$ cat src/rtl/hazard_ctrl.sv
// rtl/hazard_ctrl.sv - pipeline hazard controller: load-use stall, branch flush, privileged-return drain/redirect
module hazard_ctrl #(
  parameter int unsigned DRAIN_CYCLES = 2
) (
  input  logic        clk,
  input  logic        rst,
  input  logic [4:0]  id_rs1,
  input  logic [4:0]  id_rs2,
  input  logic        id_use_rs1,
  input  logic        id_use_rs2,
  input  logic [4:0]  ex_rd,
  input  logic        ex_mem_read,
  input  logic        ex_br_taken,
  input  logic [1:0]  ex_priv_ret,
  output logic        pc_stall,
  output logic        if_id_stall,
  output logic        if_id_flush,
  output logic        id_ex_flush,
  output logic        redirect_valid,
  output logic [1:0]  redirect_sel,
  output logic [15:0] stall_cnt,
  output logic [15:0] flush_cnt
);

  // Drain counter is wide enough to hold DRAIN_CYCLES; at least one bit.
  localparam int unsigned CW = (DRAIN_CYCLES > 1) ? $clog2(DRAIN_CYCLES + 1) : 1;
  localparam logic [CW-1:0] DRAIN_LOAD = CW'(DRAIN_CYCLES);
  localparam logic [CW-1:0] DRAIN_ONE  = CW'(1);

  typedef enum logic [1:0] {
    ST_RUN      = 2'd0,
    ST_DRAIN    = 2'd1,
    ST_REDIRECT = 2'd2
  } state_e;

  state_e        state_q, state_d;
  logic [CW-1:0] drain_q, drain_d;
  logic [1:0]    sel_q, sel_d;
  logic [15:0]   stall_cnt_q, stall_cnt_d;
  logic [15:0]   flush_cnt_q, flush_cnt_d;

  logic lu;
  logic stall_inc;
  logic flush_inc;

  // Load-use hazard: EX load writes a register that the ID instruction reads; x0 never hazards.
  always_comb begin
    lu = ex_mem_read && (ex_rd != 5'd0) &&
         ((id_use_rs1 && (id_rs1 == ex_rd)) || (id_use_rs2 && (id_rs2 == ex_rd)));
  end

  // Next-state and hazard outputs; RUN outputs follow current inputs with no latency.
  always_comb begin
    state_d        = state_q;
    drain_d        = drain_q;
    sel_d          = sel_q;
    pc_stall       = 1'b0;
    if_id_stall    = 1'b0;
    if_id_flush    = 1'b0;
    id_ex_flush    = 1'b0;
    redirect_valid = 1'b0;
    redirect_sel   = 2'b00;
    stall_inc      = 1'b0;
    flush_inc      = 1'b0;

    case (state_q)
      ST_RUN: begin
        if (ex_priv_ret != 2'b00) begin
          pc_stall    = 1'b1;
          if_id_flush = 1'b1;
          id_ex_flush = 1'b1;
          sel_d       = ex_priv_ret;
          drain_d     = DRAIN_LOAD;
          state_d     = (DRAIN_CYCLES == 0) ? ST_REDIRECT : ST_DRAIN;
        end else if (ex_br_taken) begin
          // A taken branch kills the ID instruction, so any load-use stall is moot.
          if_id_flush = 1'b1;
          id_ex_flush = 1'b1;
          flush_inc   = 1'b1;
        end else if (lu) begin
          pc_stall    = 1'b1;
          if_id_stall = 1'b1;
          id_ex_flush = 1'b1;
          stall_inc   = 1'b1;
        end
      end

      ST_DRAIN: begin
        // Keep the front end empty while the return settles; new events are ignored.
        pc_stall    = 1'b1;
        if_id_flush = 1'b1;
        id_ex_flush = 1'b1;
        drain_d     = drain_q - DRAIN_ONE;
        if (drain_q <= DRAIN_ONE) begin
          state_d = ST_REDIRECT;
        end
      end

      ST_REDIRECT: begin
        redirect_valid = 1'b1;
        redirect_sel   = sel_q;
        if_id_flush    = 1'b1;
        id_ex_flush    = 1'b1;
        drain_d        = '0;
        sel_d          = 2'b00;
        state_d        = ST_RUN;
      end

      default: begin
        state_d = ST_RUN;
        drain_d = '0;
        sel_d   = 2'b00;
      end
    endcase

    // Reset silences every output regardless of inputs.
    if (rst) begin
      pc_stall       = 1'b0;
      if_id_stall    = 1'b0;
      if_id_flush    = 1'b0;
      id_ex_flush    = 1'b0;
      redirect_valid = 1'b0;
      redirect_sel   = 2'b00;
      stall_inc      = 1'b0;
      flush_inc      = 1'b0;
    end
  end

  // Saturating performance counters: stick at all-ones instead of wrapping.
  always_comb begin
    stall_cnt_d = stall_cnt_q;
    flush_cnt_d = flush_cnt_q;
    if (stall_inc && (stall_cnt_q != 16'hFFFF)) begin
      stall_cnt_d = stall_cnt_q + 16'd1;
    end
    if (flush_inc && (flush_cnt_q != 16'hFFFF)) begin
      flush_cnt_d = flush_cnt_q + 16'd1;
    end
  end

  // State, drain counter, latched return code and counters; synchronous active-high reset.
  always_ff @(posedge clk) begin
    if (rst) begin
      state_q     <= ST_RUN;
      drain_q     <= '0;
      sel_q       <= 2'b00;
      stall_cnt_q <= 16'd0;
      flush_cnt_q <= 16'd0;
    end else begin
      state_q     <= state_d;
      drain_q     <= drain_d;
      sel_q       <= sel_d;
      stall_cnt_q <= stall_cnt_d;
      flush_cnt_q <= flush_cnt_d;
    end
  end

  // Counter outputs also read zero while reset is held.
  always_comb begin
    stall_cnt = rst ? 16'd0 : stall_cnt_q;
    flush_cnt = rst ? 16'd0 : flush_cnt_q;
  end

endmodule

$ cat config.mk
export PLATFORM = sky130hd
export DESIGN_NAME = hazard_ctrl
export DESIGN_NICKNAME = d
export VERILOG_FILES = /design/src/rtl/hazard_ctrl.sv
export SDC_FILE = /design/constraint.sdc
export NUM_CORES = 1
export LEC_CHECK = 0
export BUFFER_PORTS_ARGS = -buffer_cell sky130_fd_sc_hd__buf_2
export CORE_MARGIN = 10
export CORE_UTILIZATION = 53
export CTS_CLUSTER_DIAMETER = 40
export DETAILED_ROUTE_END_ITERATION = 7
export PLACE_DENSITY_LB_ADDON = 0.3
export SYNTH_ARGS = -nofsm -noshare
export SYNTH_HDL_FRONTEND = slang
export SYNTH_SLANG_ARGS = --single-unit
$ cat constraint.sdc
create_clock -name clk -period 3.1 [get_ports clk]
set_input_delay 0.31 -clock clk [delete_from_list [all_inputs] [get_ports clk]]
set_output_delay 0.31 -clock clk [all_outputs]
set_load 0.02 [all_outputs]
==> results of run 1 <==
cells in the final DEF (no fill, tap or decap), types with 5 or more instances in the layout:
cell type | Yosys | layout
buf_2 | 0 | 61
dfxtp_1 | 38 | 38
nor2_1 | 37 | 37
nor2b_1 | 30 | 30
mux2_2 | 17 | 17
nand2_1 | 15 | 15
nand3_1 | 14 | 14
inv_1 | 11 | 11
a21oi_1 | 11 | 11
xnor2_1 | 10 | 10
xor2_1 | 8 | 8
nor4_1 | 8 | 8
nor3_1 | 8 | 8
o21ai_0 | 7 | 7
ha_1 | 7 | 7
nand4_1 | 6 | 6
clkbuf_8 | 0 | 6
a211oi_1 | 5 | 5
area by class of cell:
| cell class | count | area share [%] |
|---|---|---|
| Multi-Input combinational cell | 225 | 54.1 |
| Sequential cell | 38 | 27.3 |
| Timing Repair Buffer | 63 | 11.5 |
| Clock buffer | 7 | 3.10 |
| Tap cell | 52 | 2.33 |
| Inverter | 11 | 1.48 |
| Clock inverter | 1 | 0.179 |
cells by family after synthesis:
kind of cell / after synthesis / synth area share (%)
compound gates: 31 / 8.37
xor+xnor: 18 / 6.68
fa+ha+maj: 7 / 3.71
buf+inv: 22 / 3.82
flops: 38 / 32.2
mux: 18 / 8.53
simple gates: 151 / 36.7
per-stage QoR:
| stage | total power [µW] | std cells | setup slack [ns] |
|---|---|---|---|
| after floorplan | 645 | 285 | 0.919 |
| after global placement | 687 | 389 | 0.672 |
| after detailed placement | 690 | 389 | 0.566 |
| after CTS | 1030 | 397 | 0.512 |
| after global routing | 1080 | 397 | 0.320 |
| final | 1020 | 397 | 0.536 |
state kept, by name, summed over array words and instances, names as in the netlist:
register     flops
drain_q          2
flush_cnt_q     16
sel_q            2
stall_cnt_q     16
state_q          2
per-layer routing:
layer  global-route usage, %  wire length (µm)
met1                    16.2              2450
met2                    23.9              2360
met3                    6.29               461
met4                    3.53                46
met5                       0                 0
worst max path at each step:
stage	slack (ns)	endpoint	cells after the start	startpoint
finish	0.54	if_id_stall	7	state_q[0]$_SDFFE_PP0P_
global route	0.32	if_id_stall	7	state_q[1]$_SDFFE_PP0P_
CTS	0.51	if_id_stall	7	state_q[0]$_SDFFE_PP0P_
detailed placement	0.57	stall_cnt_q[11]$_SDFFE_PP0P_	7	state_q[0]$_SDFFE_PP0P_
global placement	0.67	stall_cnt_q[9]$_SDFFE_PP0P_	7	state_q[0]$_SDFFE_PP0P_
floorplan	0.92	stall_cnt_q[9]$_SDFFE_PP0P_	8	state_q[0]$_SDFFE_PP0P_
worst max-delay path, cell delays in order (launching register included):
cell,delay [ns]
dfxtp_1,0.34
inv_1,0.08
ha_1,0.32
nor3b_4,0.41
nor3b_4,0.29
nand2_1,0.22
nor2_1,0.12
buf_2,0.17
report_power, final:
part | internal, µW | switching (µW)
Combinational | 70.7 | 97.9
Clock | 179 | 165
Sequential | 501 | 10.0
Total | 751 | 273
==> impl_metrics.json, run 1 <==
{
  "powerDensity_nw_per_um2": 367,
  "r2r-start": "state_q[0]$_SDFFE_PP0P_",
  "async_flop_share_pct": 0,
  "clock-sinks": 38,
  "viasPerCell": 5.49,
  "tightest_slew_ns": 0.589,
  "hold_depth": 3,
  "gp_congestion": 0.766,
  "ir_worst_vdd_v": 0.000289,
  "critPathMaxFanout": 10,
  "post-dp-hpwl_mm": 4.00,
  "grt_usage_pct": 14.3,
  "cts_hold_buf": 0,
  "synth_edf_count": 0,
  "ys_seq_elements": 38,
  "via_count": 2179,
  "skew_ns": 0.00272,
  "drv_slew": 0,
  "cts_max_level": 2,
  "syn_area_per_cell_um2": 8.28,
  "first_pass_iters": 4,
  "clockBufferDepth": 2,
  "seq_area_frac_synth_pct": 32.2,
  "ys.flop_type": "dfxtp_1",
  "ff_latch_area_um2": 761,
  "fin_crit_sh_pct": 82.7,
  "wl_mm": 5.32,
  "worst_ep_required_time_ns": 2.79,
  "slew_headroom_pct": 59.7,
  "rsz0062_at_grt": "false",
  "grt-ovfl-total": 0,
  "timing.rr.end": "stall_cnt_q[11]$_SDFFE_PP0P_",
  "ys_types": 43,
  "core-area_um2": 4320,
  "cts_tree": "done",
  "fin_crit_ns": 2.56,
  "initial_utilization_pct": 54.6,
  "yosysTopAreaCell": "dfxtp_1",
  "die_w_um": 86.7,
  "grt_max_degree": 50,
  "grt_pass1_wl_mm": 9.14,
  "portBuffers": 61,
  "synth_common_cells": "dfxtp_1, nor2_1, nor2b_1, mux2_2, nand2_1",
  "nFillCells": 396,
  "rows": 24,
  "post_cts_buffers": 0,
  "place_area_um2": 2700,
  "dieHeight_um": 86.7,
  "start_kind": "register",
  "nNetsFinal": 374,
  "clock_latency_ns": 0.28,
  "ctsResizeCount": 0,
  "tns_ns": 0,
  "setup_violations": 0,
  "postRouteAntennaNets": 0,
  "timing.fmax_ghz": 0.390,
  "root_buffer": "clkbuf_8",
  "min_to": "sel_q[1]$_SDFFE_PP0P_",
  "holdWs_ns": 0.316,
  "syn_to_final_growth_pct": 18.1,
  "min_from": "ex_priv_ret[1]",
  "end_kind": "output pin",
  "yosys_warnings": 0,
  "fp.dieArea_um2": 7520,
  "critical_path_class": "reg2out",
  "n_antenna_cell": 0,
  "synth.top_cell.area_share_pct": 32.2,
  "synthTopCellsByArea": "dfxtp_1, mux2_2, nor2b_1",
  "routedWlPerCell_um": 13.4,
  "utilization_pct": 64.5,
  "cts_made_buffers": 5,
  "yosysMostFrequentCell": "dfxtp_1",
  "hold_class": "in2reg",
  "ioPinCount": 62,
  "max-cap-violations": 0,
  "r2r_cells": 7,
  "multi_input_area_um2": 1510,
  "antenna_found_initial": 0,
  "total_leakage_power_uw": 0.00117,
  "drcViolationCount": 0,
  "status": "complete, no violations",
  "layout-drive-gt1-share_pct": 27.5,
  "path_clk_slew_ns": 0.07,
  "postLayoutCellArea_um2": 2790,
  "grt_pass1_vias": 2092,
  "regToRegSetupSlack_ns": 0.59,
  "cp.arrival_ns": 2.25,
  "drtIter0Drc": 115,
  "synthCells": 285,
  "syn_area_um2": 2360,
  "syn-num-nets": 315,
  "hold_viol_final": 0
}
(Power assumes the default switching activity.)
==> run 2: changes to the inputs <==
==> constraint.sdc (replaced) <==
create_clock -name clk -period 2.64 [get_ports clk]
set_input_delay 0.264 -clock clk [delete_from_list [all_inputs] [get_ports clk]]
set_output_delay 0.264 -clock clk [all_outputs]
set_load 0.02 [all_outputs]
==> run 2 against run 1 <==
  * Critical path depth unchanged
  * Sequential power rose by 17%
  * Via count up 0.92%
  * Final cell count rose by 0.50%
  * Flip-flop and latch count unchanged
  * Global-route usage grew 0.46 points
  * Register-to-register slack worse by 0.30 ns
  * Non-clock buffer count increased by 2
  * Clock power increased by 21%
==> impl_metrics.json, run 2 (synthesis gave the netlist of run 1 again) <==
{
  "status": "complete, no violations",
  "max-cap-violations": 0,
  "slew_headroom_pct": 56.7,
  "power.total_uw": 1220,
  "critPathMaxFanout": 8,
  "cp.arrival_ns": 2.54,
  "n_antenna_cell": 0,
  "crit_buf_inv": 1,
  "end_kind": "register",
  "crit_slowest_cell": "nor4b_1",
  "hold_class": "in2reg",
  "crit_top_cell": "nor3b_4",
  "syn_to_final_growth_pct": 18.8,
  "fin_crit_sh_pct": 89.1,
  "hold_viol_final": 0,
  "postRouteAntennaNets": 0,
  "drtIter0Drc": 80,
  "first_pass_iters": 6,
  "utilization_pct": 64.8,
  "post-dp-hpwl_mm": 4.17,
  "grt_pass1_vias": 2131,
  "final_common_cell": "buf_2",
  "die_w_um": 86.7,
  "grt_usage_pct": 14.8,
  "drv_slew": 0,
  "clockBufferDepth": 2,
  "setup_violations": 0,
  "clock_latency_ns": 0.30,
  "path_cells": "inv_1 -> ha_1 -> nor3b_4 -> nor3b_4 -> nand2_1 -> nor4b_1 -> mux2_2",
  "core-area_um2": 4320,
  "root_buffer": "clkbuf_8",
  "antenna_found_initial": 0,
  "viasPerCell": 5.51,
  "total_leakage_power_uw": 0.00118,
  "timing.fmax_ghz": 0.425,
  "nNetsFinal": 376,
  "cp_slowest_stage_delay_ns": 0.39,
  "post_cts_buffers": 0,
  "portBuffers": 61,
  "grt_pass1_wl_mm": 9.32,
  "cts_max_level": 2,
  "tns_ns": 0,
  "grt_max_degree": 37,
  "layout_common_cells": "buf_2, dfxtp_1, nor2_1",
  "drcViolationCount": 0,
  "rows": 24,
  "path_clk_slew_ns": 0.07,
  "critical_path_class": "reg2reg",
  "wl_mm": 5.49,
  "ctsResizeCount": 0,
  "dieHeight_um": 86.7,
  "routedWlPerCell_um": 13.8,
  "cts_hold_buf": 0,
  "cts_made_buffers": 5,
  "fp.dieArea_um2": 7520,
  "cpLargestDelayFamily": "simple AND/OR/NAND/NOR gates",
  "cts_tree": "done",
  "powerDensity_nw_per_um2": 436,
  "layout-drive-gt1-share_pct": 28.0,
  "ir_worst_vdd_v": 0.000301,
  "skew_ns": 0.00518,
  "clock-sinks": 38,
  "via_count": 2199,
  "grt-ovfl-total": 0,
  "tightest_slew_ns": 0.649,
  "gp_congestion": 0.785,
  "initial_utilization_pct": 54.6,
  "worst_ep_required_time_ns": 2.83,
  "fin_crit_ns": 2.35,
  "largestRegisters": "flush_cnt_q x16, stall_cnt_q x16",
  "start_kind": "register",
  "ioPinCount": 62,
  "rsz0062_at_grt": "false"
}
-- run 2: cell types whose count changed in the layout (fill, tap and decap cells not counted), sizes merged --
cell / before / now
buf: 63 / 65
-- run 2: area by class of cell --
| type | instances | area, µm² |
|---|---|---|
| clock buffers | 7 | 86.3 |
| clock inverters | 1 | 5.00 |
| well taps | 52 | 65.1 |
| repair buffers | 65 | 335 |
| fillers | 406 | 1520 |
| flip-flops and latches | 38 | 761 |
| inverters | 11 | 41.3 |
| multi-input cells | 225 | 1510 |
-- run 2: worst paths after layout --
kind                            cells past startpoint                          from  slack, ns                            to
worst max-delay path                                7       state_q[0]$_SDFFE_PP0P_       0.29   stall_cnt_q[9]$_SDFFE_PP0P_
worst min register to register                      1  flush_cnt_q[15]$_SDFFE_PP0P_       0.46  flush_cnt_q[15]$_SDFFE_PP0P_
worst min-delay path                                3                ex_priv_ret[1]       0.26         sel_q[1]$_SDFFE_PP0P_
worst max register to register                      7       state_q[0]$_SDFFE_PP0P_       0.29   stall_cnt_q[9]$_SDFFE_PP0P_
-- run 2: power by group --
group	switching (µW)	leakage [µW]	total [µW]	internal, µW
logic	117	0.000824	205	88.1
clock network	206	0.0000482	416	211
registers	11.8	0.000307	600	589
total	335	0.00118	1220	887
-- run 2: through the flow --
step	cell area [µm²]	hold WS, ns	std cells	setup WS, ns
after floorplan	2360	0.400	285	0.459
after global placement	2710	0.450	391	0.389
after detailed placement	2710	0.457	391	0.298
after CTS	2800	0.250	399	0.276
after global routing	2800	0.271	399	0.0996
final	2800	0.260	399	0.289
-- run 2: worst register-to-register path, delay by kind of cell, from the launching register on --
kind,cells,cell delay (ns)
fa+ha+maj,1,0.17
simple gates,4,1.26
buf+inv,1,0.09
mux,1,0.37
flops,1,0.34
-- run 2: routing by layer --
metal	vias up	global-route usage (%)	wire, µm
li1	1125	-	-
met2	54	24.3	2410
met4	0	5.15	66
met1	1014	16.8	2570
met5	-	0	0
met3	6	6.00	439
